$ cat config.mk
export PLATFORM = sky130hd
export DESIGN_NAME = dcm_phase_seq_flat
export DESIGN_NICKNAME = d
export VERILOG_FILES = /design/src/rtl/dcm_phase_seq_if.sv /design/src/rtl/dcm_phase_seq.sv /design/src/flat_wrapper.sv
export SDC_FILE = /design/constraint.sdc
export NUM_CORES = 1
export LEC_CHECK = 0
export ABC_AREA = 1
export ABC_CLOCK_PERIOD_IN_PS = 3400
export CAP_MARGIN = 20
export CORE_MARGIN = 4
export CORE_UTILIZATION = 53
export DETAILED_ROUTE_END_ITERATION = 10
export GPL_ROUTABILITY_DRIVEN = 0
export PLACE_DENSITY = 0.78
export SLEW_MARGIN = 15
export SYNTH_ARGS = -nofsm -noshare
export SYNTH_HDL_FRONTEND = slang
export SYNTH_SLANG_ARGS = --single-unit
$ cat constraint.sdc
create_clock -name dcm_clk -period 3.4 [get_ports dcm_clk]
set_clock_uncertainty 0.2 [all_clocks]
set_input_delay 0.51 -clock dcm_clk [delete_from_list [all_inputs] [get_ports dcm_clk]]
set_output_delay 0.51 -clock dcm_clk [all_outputs]
set_load 0.03 [all_outputs]
$ cat src/rtl/dcm_phase_seq_if.sv
// Command/status and DCM phase-shift handshake bundle for dcm_phase_seq.
// master = control side plus DCM model; slave = the sequencer.
interface dcm_phase_seq_if #(
  parameter int unsigned PH_W = 9
);
  logic                   cmd_wr;
  logic                   cmd_rel;
  logic signed [PH_W-1:0] cmd_val;
  logic                   err_clr;
  logic                   locked;
  logic                   psdone;
  logic                   psen;
  logic                   psincdec;
  logic signed [PH_W-1:0] ph_cur;
  logic signed [PH_W-1:0] ph_tgt;
  logic                   ready;
  logic [1:0]             err;

  modport master (
    output cmd_wr, cmd_rel, cmd_val, err_clr, locked, psdone,
    input  psen, psincdec, ph_cur, ph_tgt, ready, err
  );

  modport slave (
    input  cmd_wr, cmd_rel, cmd_val, err_clr, locked, psdone,
    output psen, psincdec, ph_cur, ph_tgt, ready, err
  );
endinterface

$ cat src/rtl/dcm_phase_seq.sv
// Closed-loop DCM variable phase-shift sequencer: steps PSEN one tap at a time toward a clamped target.
// Optional PSDONE watchdog enabled by defining DCM_PS_TIMEOUT_EN.
module dcm_phase_seq #(
  parameter int unsigned PH_W       = 9,
  parameter int          PH_MIN     = -255,
  parameter int          PH_MAX     = 255,
  parameter int unsigned SETTLE_CYC = 4,
  parameter int unsigned TO_CYC     = 1023
) (
  input  logic           dcm_clk,
  input  logic           dcm_rst,
  dcm_phase_seq_if.slave bus
);

  localparam int unsigned SET_W = (SETTLE_CYC > 1) ? $clog2(SETTLE_CYC + 1) : 1;
  localparam int unsigned X_W   = PH_W + 1;

  localparam logic [1:0] ST_IDLE   = 2'd0;
  localparam logic [1:0] ST_WAIT   = 2'd1;
  localparam logic [1:0] ST_SETTLE = 2'd2;

  localparam logic signed [X_W-1:0] MIN_X = X_W'(PH_MIN);
  localparam logic signed [X_W-1:0] MAX_X = X_W'(PH_MAX);

  // Reject configurations the sequencer cannot honour.
  if (SETTLE_CYC == 0 || TO_CYC == 0 || PH_MIN > PH_MAX) begin : g_cfg_bad
    $error("dcm_phase_seq: invalid parameter set");
  end

`ifdef DCM_PS_TIMEOUT_EN
  localparam int unsigned TO_W = $clog2(TO_CYC + 1);
  logic [TO_W-1:0] to_cnt_q, to_cnt_d;
`endif

  logic [1:0]             state_q, state_d;
  logic signed [PH_W-1:0] ph_cur_q, ph_cur_d;
  logic signed [PH_W-1:0] ph_tgt_q, ph_tgt_d;
  logic                   psen_q, psen_d;
  logic                   psincdec_q, psincdec_d;
  logic                   dir_q, dir_d;
  logic [SET_W-1:0]       set_cnt_q, set_cnt_d;
  logic [1:0]             err_q, err_d;
  logic                   ready_q, ready_d;

  logic signed [X_W-1:0]  val_x;
  logic signed [X_W-1:0]  tgt_x;
  logic signed [X_W-1:0]  sum_x;
  logic [1:0]             err_ev;

  // Saturate a widened tap value into [PH_MIN, PH_MAX].
  function automatic logic signed [PH_W-1:0] clamp_ph(input logic signed [X_W-1:0] v);
    logic signed [X_W-1:0] r;
    r = v;
    if (v < MIN_X) r = MIN_X;
    if (v > MAX_X) r = MAX_X;
    return PH_W'(r);
  endfunction

  always_comb begin
    val_x = X_W'(bus.cmd_val);
    tgt_x = X_W'(ph_tgt_q);
    sum_x = tgt_x + val_x;
  end

  // Next-state and registered-output logic.
  always_comb begin
    state_d    = state_q;
    ph_cur_d   = ph_cur_q;
    ph_tgt_d   = ph_tgt_q;
    psen_d     = 1'b0;
    psincdec_d = 1'b0;
    dir_d      = dir_q;
    set_cnt_d  = set_cnt_q;
    err_d      = err_q;
    err_ev     = 2'b00;
`ifdef DCM_PS_TIMEOUT_EN
    to_cnt_d   = to_cnt_q;
`endif

    if (bus.cmd_wr) begin
      ph_tgt_d = bus.cmd_rel ? clamp_ph(sum_x) : clamp_ph(val_x);
    end

    case (state_q)
      ST_IDLE: begin
        if (bus.locked && (err_q == 2'b00) && (ph_cur_q != ph_tgt_q)) begin
          psen_d     = 1'b1;
          psincdec_d = (ph_tgt_q > ph_cur_q);
          dir_d      = (ph_tgt_q > ph_cur_q);
          state_d    = ST_WAIT;
`ifdef DCM_PS_TIMEOUT_EN
          to_cnt_d   = '0;
`endif
        end
      end

      ST_WAIT: begin
        if (!bus.locked) begin
          err_ev[0] = 1'b1;
          state_d   = ST_IDLE;
        end else if (bus.psdone) begin
          ph_cur_d  = dir_q ? (ph_cur_q + PH_W'(1)) : (ph_cur_q - PH_W'(1));
          set_cnt_d = SET_W'(SETTLE_CYC - 1);
          state_d   = ST_SETTLE;
`ifdef DCM_PS_TIMEOUT_EN
        end else if (to_cnt_q == TO_W'(TO_CYC - 1)) begin
          err_ev[1] = 1'b1;
          state_d   = ST_IDLE;
        end else begin
          to_cnt_d  = to_cnt_q + TO_W'(1);
`endif
        end
      end

      ST_SETTLE: begin
        if (!bus.locked) begin
          err_ev[0] = 1'b1;
          state_d   = ST_IDLE;
        end else if (set_cnt_q == '0) begin
          state_d   = ST_IDLE;
        end else begin
          set_cnt_d = set_cnt_q - SET_W'(1);
        end
      end

      default: state_d = ST_IDLE;
    endcase

    // A same-cycle error event overrides the clear.
    if (bus.err_clr) err_d = 2'b00;
    err_d = err_d | err_ev;

    ready_d = (state_d == ST_IDLE) && (ph_cur_d == ph_tgt_d);
  end

  always_ff @(posedge dcm_clk or posedge dcm_rst) begin
    if (dcm_rst) begin
      state_q    <= ST_IDLE;
      ph_cur_q   <= '0;
      ph_tgt_q   <= '0;
      psen_q     <= 1'b0;
      psincdec_q <= 1'b0;
      dir_q      <= 1'b0;
      set_cnt_q  <= '0;
      err_q      <= 2'b00;
      ready_q    <= 1'b1;
    end else begin
      state_q    <= state_d;
      ph_cur_q   <= ph_cur_d;
      ph_tgt_q   <= ph_tgt_d;
      psen_q     <= psen_d;
      psincdec_q <= psincdec_d;
      dir_q      <= dir_d;
      set_cnt_q  <= set_cnt_d;
      err_q      <= err_d;
      ready_q    <= ready_d;
    end
  end

`ifdef DCM_PS_TIMEOUT_EN
  always_ff @(posedge dcm_clk or posedge dcm_rst) begin
    if (dcm_rst) to_cnt_q <= '0;
    else         to_cnt_q <= to_cnt_d;
  end
`endif

  assign bus.psen     = psen_q;
  assign bus.psincdec = psincdec_q;
  assign bus.ph_cur   = ph_cur_q;
  assign bus.ph_tgt   = ph_tgt_q;
  assign bus.ready    = ready_q;
  assign bus.err      = err_q;

endmodule

$ cat src/flat_wrapper.sv
// flat-port wrapper written by rule: the top's interface ports become plain ports
module dcm_phase_seq_flat 
#(
  parameter int unsigned PH_W       = 9,
  parameter int          PH_MIN     = -255,
  parameter int          PH_MAX     = 255,
  parameter int unsigned SETTLE_CYC = 4,
  parameter int unsigned TO_CYC     = 1023
)
  (dcm_clk, dcm_rst, bus_cmd_wr, bus_cmd_rel, bus_cmd_val, bus_err_clr, bus_locked, bus_psdone, bus_psen, bus_psincdec, bus_ph_cur, bus_ph_tgt, bus_ready, bus_err);
  dcm_phase_seq_if #(.PH_W(PH_W)) bus_i ();
  input  logic dcm_clk;
  input  logic dcm_rst;
  input wire logic [$bits(bus_i.cmd_wr)-1:0] bus_cmd_wr;
  input wire logic [$bits(bus_i.cmd_rel)-1:0] bus_cmd_rel;
  input wire logic [$bits(bus_i.cmd_val)-1:0] bus_cmd_val;
  input wire logic [$bits(bus_i.err_clr)-1:0] bus_err_clr;
  input wire logic [$bits(bus_i.locked)-1:0] bus_locked;
  input wire logic [$bits(bus_i.psdone)-1:0] bus_psdone;
  output wire logic [$bits(bus_i.psen)-1:0] bus_psen;
  output wire logic [$bits(bus_i.psincdec)-1:0] bus_psincdec;
  output wire logic [$bits(bus_i.ph_cur)-1:0] bus_ph_cur;
  output wire logic [$bits(bus_i.ph_tgt)-1:0] bus_ph_tgt;
  output wire logic [$bits(bus_i.ready)-1:0] bus_ready;
  output wire logic [$bits(bus_i.err)-1:0] bus_err;
  assign bus_i.cmd_wr = bus_cmd_wr;
  assign bus_i.cmd_rel = bus_cmd_rel;
  assign bus_i.cmd_val = bus_cmd_val;
  assign bus_i.err_clr = bus_err_clr;
  assign bus_i.locked = bus_locked;
  assign bus_i.psdone = bus_psdone;
  assign bus_psen = bus_i.psen;
  assign bus_psincdec = bus_i.psincdec;
  assign bus_ph_cur = bus_i.ph_cur;
  assign bus_ph_tgt = bus_i.ph_tgt;
  assign bus_ready = bus_i.ready;
  assign bus_err = bus_i.err;
  dcm_phase_seq #(.PH_W(PH_W), .PH_MIN(PH_MIN), .PH_MAX(PH_MAX), .SETTLE_CYC(SETTLE_CYC), .TO_CYC(TO_CYC)) u_core (.dcm_clk(dcm_clk), .dcm_rst(dcm_rst), .bus(bus_i));
endmodule
Word-level counts from Yosys, hierarchy flattened
Cells that the tools add are included.
{ "word_totals": {"register_bits": 29, "latchBits": 0, "mem_bits_rw": 0, "rom_bits": 0, "in_bits": 16, "output_inout_bits": 23, "elab_cells": 66, "n_memories": 0} }
{ "classes": {"n_addsub": 4, "n_mul": 0, "div_mod_pow": 0, "n_lt_le_gt_ge": 5, "n_eq_ne": 8, "n_shift": 0, "muxes": 28, "bitwise": 1, "reduce_logical": 11} }
{ "ops": {"columns": ["op", "n"], "rows": [
  ["9-bit 2-to-1 mux", 10],
  ["2-bit 2-to-1 mux", 6],
  ["3-bit 2-to-1 mux", 4],
  ["9-bit by 9-bit adder with 10-bit output", 1],
  ["10-bit by 9-bit greater-than comparator with 1-bit output (second input constant)", 1],
  ["10-bit by 9-bit less-than comparator with 1-bit output (second input constant)", 1],
  ["9-bit by 2-bit adder with 9-bit output (second input constant)", 1],
  ["9-bit == test", 1],
  ["9-bit greater-than comparator", 1],
  ["9-bit greater-than comparator (second input constant)", 1],
  ["9-bit less-than comparator (second input constant)", 1],
  ["9-bit inequality test", 1],
  ["9-bit by 2-bit subtractor with 9-bit output (second input constant)", 1],
  ["2-bit inequality test (second input constant)", 4],
  ["2-bit logical NOT", 3],
  ["1-bit 2-to-1 mux", 6],
  ["2-bit case mux with 3 select lines", 1],
  ["3-bit case mux with 2 select lines", 1],
  ["5-bit AND reduction", 1],
  ["1-bit logical AND", 3],
  ["3-bit logical NOT", 1],
  ["3-bit by 1-bit subtractor with 3-bit output (second input constant)", 1],
  ["2-bit by 1-bit == test with 1-bit output (second input constant)", 1],
  ["2-bit == test (second input constant)", 1],
  ["4 further kinds", 4]
]} }

Depth between registers and ports, before layout
{ "depth": {"depth_word": 8, "depth_mapped": 20} }

Worst setup path before layout
OpenSTA, ideal clock, no wires.
{ "synth_timing": {"path_type": "register -> register", "startpoint": "register u_core.ph_tgt_q[0] (netlist: u_core.bus.ph_tgt[0])", "endpoint": "register u_core.ready_q (netlist: u_core.bus.ready)", "arrival_time_ns": 2.444, "required_time_ns": 3.133, "path_slack_ns": 0.688, "path_stages_with_launch": 19, "period_less_slack_ns": 2.712, "cell_sequence": "dfrtp_1 ha_1 fa_1 or2_1 nor2_1 nand3_2 nor2_2 nand3_2 nand2_2 nand2_4 nand2_1 nand2_1 nand2_2 nand2_2 nand2_1 nand2_1 nor2_1 nand2_1 nor2_1"} }
{ "synth_via": {"elab_chain_cells": 8, "word_cells_on_any_way": 14, "classes_between": "add/sub: 1; order compare: 2; eq/ne: 2; mux: 6; reduce/logical: 3"} }
{ "synth_lines": {"columns": ["element", "line", "source"], "rows": [
  ["from (decl)", "dcm_phase_seq.sv:37", "logic signed [PH_W-1:0] ph_tgt_q, ph_tgt_d;"],
  ["from (signal assigned)", "dcm_phase_seq.sv:150", "ph_tgt_q <= ph_tgt_d;"],
  ["9-bit by 9-bit adder with 10-bit output (*)", "dcm_phase_seq.sv:62", "sum_x = tgt_x + val_x;"],
  ["10-bit by 9-bit less-than comparator with 1-bit output", "dcm_phase_seq.sv:54", "if (v < MIN_X) r = MIN_X;"],
  ["9-bit 2-to-1 mux", "dcm_phase_seq.sv:54", null],
  ["9-bit 2-to-1 mux (*)", "dcm_phase_seq.sv:55", "if (v > MAX_X) r = MAX_X;"],
  ["9-bit 2-to-1 mux (*)", "dcm_phase_seq.sv:81", "ph_tgt_d = bus.cmd_rel ? clamp_ph(sum_x) : clamp_ph(val_x);"],
  ["9-bit 2-to-1 mux (*)", "dcm_phase_seq.sv:80", "if (bus.cmd_wr) begin"],
  ["net u_core.ph_tgt_d[2]", "dcm_phase_seq.sv:37", null],
  ["9-bit == test (*)", "dcm_phase_seq.sv:133", "ready_d = (state_d == ST_IDLE) && (ph_cur_d == ph_tgt_d);"],
  ["1-bit logical AND (*)", "dcm_phase_seq.sv:133", null],
  ["net u_core.ready_d", "dcm_phase_seq.sv:43", "logic ready_q, ready_d;"],
  ["to (signal assigned)", "dcm_phase_seq.sv:156", "ready_q <= ready_d;"],
  ["to (decl)", "dcm_phase_seq.sv:43", null]
]} }
Mark *: on every way through the listed nets, which the timed path passes. The rest lies on a longest branch.
A chain may end at the register's enable or synchronous reset.

Worst setup path in the final report
{ "layout_timing": {"startpoint": "input bus_cmd_val[0]", "endpoint": "register u_core.ready_q (netlist: u_core.bus.ready)"} }
{ "layout_via": {"elab_chain_cells": 8, "word_cells_on_any_way": 13, "classes_between": "add/sub: 1; order compare: 4; eq/ne: 1; mux: 6; reduce/logical: 1"} }
{ "layout_lines": {"columns": ["element", "line", "source"], "rows": [
  ["from (decl)", "flat_wrapper.sv:16", "input wire logic [$bits(bus_i.cmd_val)-1:0] bus_cmd_val;"],
  ["9-bit by 9-bit adder with 10-bit output", "dcm_phase_seq.sv:62", null],
  ["10-bit by 9-bit less-than comparator with 1-bit output", "dcm_phase_seq.sv:54", null],
  ["9-bit 2-to-1 mux", "dcm_phase_seq.sv:54", null],
  ["9-bit 2-to-1 mux", "dcm_phase_seq.sv:55", null],
  ["9-bit 2-to-1 mux (*)", "dcm_phase_seq.sv:81", null],
  ["9-bit 2-to-1 mux (*)", "dcm_phase_seq.sv:80", null],
  ["net u_core.ph_tgt_d[2]", "dcm_phase_seq.sv:37", null],
  ["9-bit == test (*)", "dcm_phase_seq.sv:133", null],
  ["1-bit logical AND (*)", "dcm_phase_seq.sv:133", null],
  ["net u_core.ready_d", "dcm_phase_seq.sv:43", null]
]} }
Marked as above.

==> impl_metrics.env <==
export IMPL_run_status="complete, no violations"
export IMPL_cp_startpoint="bus_cmd_val[0]"
export IMPL_final_max_slew_viol_count=0
export IMPL_design_final_nets=481
export IMPL_crit_path_end_kind="flop"
export IMPL_cts_buffer_depth=2
export IMPL_whs_ns=0.361
export IMPL_critPathRequiredTime_ns=3.42
export IMPL_synth_top_family_by_area="simple AND/OR/NAND/NOR gates"
export IMPL_floorplan_die_width_um=78.8
export IMPL_synth_simple_area_share=0.333
export IMPL_post_route_period_util=0.920
export IMPL_rr_worst_depth=18
export IMPL_ant_nets=0
export IMPL_drt_initial_drc_count=150
export IMPL_remaining_drc_errors=0
export IMPL_worstHoldPathType="flop to flop"
export IMPL_grt_pass1_wl_um=10700
export IMPL_grt_setup_unrepaired="false"
export IMPL_detail_route_wl_per_cell_um=12.3
export IMPL_fin_tns_setup_ns=0
export IMPL_multi_input_comb_area_um2=1680
export IMPL_postSynthAreaPerCell_um2=6.81
export IMPL_critPathLaunchType="primary input"
export IMPL_avgViaCountPerCell=5.12
export IMPL_critical_path_peak_fanout=7
export IMPL_clock_fmax_ghz=0.320
export IMPL_num_antenna_cells=0
export IMPL_post_cts_setup_buffers=0
export IMPL_drt_wl_total_um=6110
export IMPL_tritoncts_num_sinks=28
export IMPL_min_from="u_core.set_cnt_q[1]"
export IMPL_detailed_place_hpwl_um=5140
export IMPL_syn_to_final_growth_pct=19.0
export IMPL_ys_warnings_count=0
export IMPL_drt_first_pass_iters=4
export IMPL_cts_hold_repair_buffers=0
export IMPL_clock_latency_ns=0.27
export IMPL_htree_num_levels=1
export IMPL_ys_async_sr_fraction=1.00
export IMPL_setup_worst_path_class="primary input to flop"
export IMPL_cts_inserted_buffers=3
export IMPL_first_global_vias=2397
export IMPL_ys_seq_area_frac=0.264
export IMPL_tritoncts="done"
export IMPL_ctsRootBufferMaster="clkbuf_8"
export IMPL_io_pins=39
export IMPL_regArea_um2=702
export IMPL_synth_enable_flop_cells=0
export IMPL_post_synth_instance_area_um2=2660
export IMPL_final_hold_viol_count=0
export IMPL_post_layout_total_power_mw=2.61
export IMPL_ir_drop_mv=0.462
export IMPL_p_leak_nw=1.70
export IMPL_cp_data_arrival_time_ns=3.14
export IMPL_die_h_um=78.8
export IMPL_synth_seq_cells=28
export IMPL_synth_xor_xnor_area_share=0.0297
export IMPL_timing_rr_start="u_core.bus.ph_tgt[0]"
export IMPL_hold_depth=2
export IMPL_layout_cells_most_common="nand2_1"
export IMPL_synth_instances=390
export IMPL_cts_repair_resized=0
export IMPL_filler_cell_count=433
export IMPL_grt_antenna_before_repair=0
export IMPL_post_synthesis_share_of_cell_area_spent_on_full_adders_half_adders_and_majority_gates=0.166
export IMPL_synth_compound_gate_area_share=0.102
export IMPL_yosys_cell_types_count=35
export IMPL_grt_util_all_layers=0.210
export IMPL_power_per_cell_area_nw_per_um2=825
export IMPL_mappedNetlistNets=440
export IMPL_setup_viol_count_final=0
export IMPL_die_outline_area_um2=6210
export IMPL_port_buffers=37
export IMPL_synth_mux_area_fraction=0
export IMPL_clkTransAtPathRegs_ns=0.10
export IMPL_number_of_vias_after_detailed_routing=2547
export IMPL_period_needed_ns=3.13
export IMPL_std_cell_rows=25
export IMPL_floorplan_core_area_um2=4790
export IMPL_drive_above_1_share=0.0767
export IMPL_grt_overflow_total=0
export IMPL_timing_max_cap_violations=0
export IMPL_initial_utilization=0.555
export IMPL_most_common_layout_cells="nand2_1 (122), inv_1 (65), clkdlybuf4s50_1 (37)"
export IMPL_ys_flop_type="dfrtp_1"
export IMPL_grt_max_degree=29
==> registers in the layout, indices dropped and copies added, names as in the netlist <==
signal	cells
u_core.bus.err	1
u_core.bus.psen	1
u_core.bus.ph_tgt	9
u_core.bus.psincdec	1
u_core.bus.ready	1
u_core.state_q	2
u_core.bus.ph_cur	9
u_core.dir_q	1
u_core.set_cnt_q	3
==> final cells by class <==
type | count | share of cell area
clock buffers | 4 | 0.0174
inverters | 70 | 0.0831
multi-input cells | 290 | 0.531
flip-flops and latches | 28 | 0.222
well taps | 67 | 0.0265
repair buffers | 38 | 0.120
==> cell families (layout without fill, tap and decap cells) <==
family	Yosys count	count (layout)
compound gates	48	48
fa+ha+maj	34	34
simple gates	198	198
buf+inv	72	112
xor+xnor	9	9
other cells	1	1
flops	28	28
==> worst max-delay path: stages <==
cell and delay, ns:
clkdlybuf4s50_1 0.51, ha_1 0.22, fa_1 0.45, or2_1 0.24, nor2_1 0.13, nand3_2 0.09
nor2_2 0.11, nand3_2 0.07, nand2_2 0.08, nand2_4 0.07, nand2_1 0.06, nand2_1 0.06
nand2_2 0.08, nand2_2 0.05, nand2_1 0.06, nand2_1 0.05, nor2_1 0.15, nand2_1 0.07
nor2_1 0.10
==> path summary, 6_finish.rpt <==
path                            slack (ns)                  end
worst max-delay path                  0.27     u_core.bus.ready
worst min-delay path                  0.36  u_core.set_cnt_q[1]
worst max register to register        0.52     u_core.bus.ready
worst min register to register        0.36  u_core.set_cnt_q[1]
max in group asynchronous             2.30     u_core.bus.ready
min in group asynchronous             0.40  u_core.set_cnt_q[1]
==> cell usage after synthesis (3+ instances only) <==
| cell type | n | share of area |
|---|---|---|
| nand4_1 | 6 | 0.014 |
| nor2_1 | 18 | 0.025 |
| dfrtp_1 | 27 | 0.25 |
| nand2_1 | 122 | 0.17 |
| o21ai_0 | 10 | 0.019 |
| ha_1 | 32 | 0.15 |
| inv_2 | 3 | 0.0042 |
| inv_1 | 65 | 0.092 |
| nor3_1 | 3 | 0.0057 |
| nand3_2 | 6 | 0.023 |
| nand3_1 | 23 | 0.043 |
| xor2_1 | 7 | 0.023 |
| nand2_2 | 14 | 0.033 |
| a21oi_1 | 24 | 0.045 |
| o21ai_1 | 3 | 0.0057 |
==> power by group <==
group          switching [mW]  total (mW)  internal (mW)
combinational            1.12        1.83          0.711
clock                   0.101       0.205          0.104
sequential              0.118       0.568          0.451
==> metrics by stage <==
step                       util  area [um^2]  worst slack (ns)  std cells
after CTS                 0.660         3160             0.294        497
after floorplan               -         2660             0.688        390
final                     0.660         3160             0.273        497
after detailed placement  0.649         3110            0.0390        493
after global placement    0.649         3110            0.0407        493
after global routing      0.660         3160            0.0890        497
==> layer usage <==
layer / wire length [um] / up-vias / GRT usage
met4: 51 / 0 / 0.0227
met1: 2960 / 1160 / 0.286
met3: 253 / 9 / 0.0295
li1: - / 1323 / -
met2: 2850 / 55 / 0.363
met5: 0 / - / 0
(Power assumes the default switching activity.)
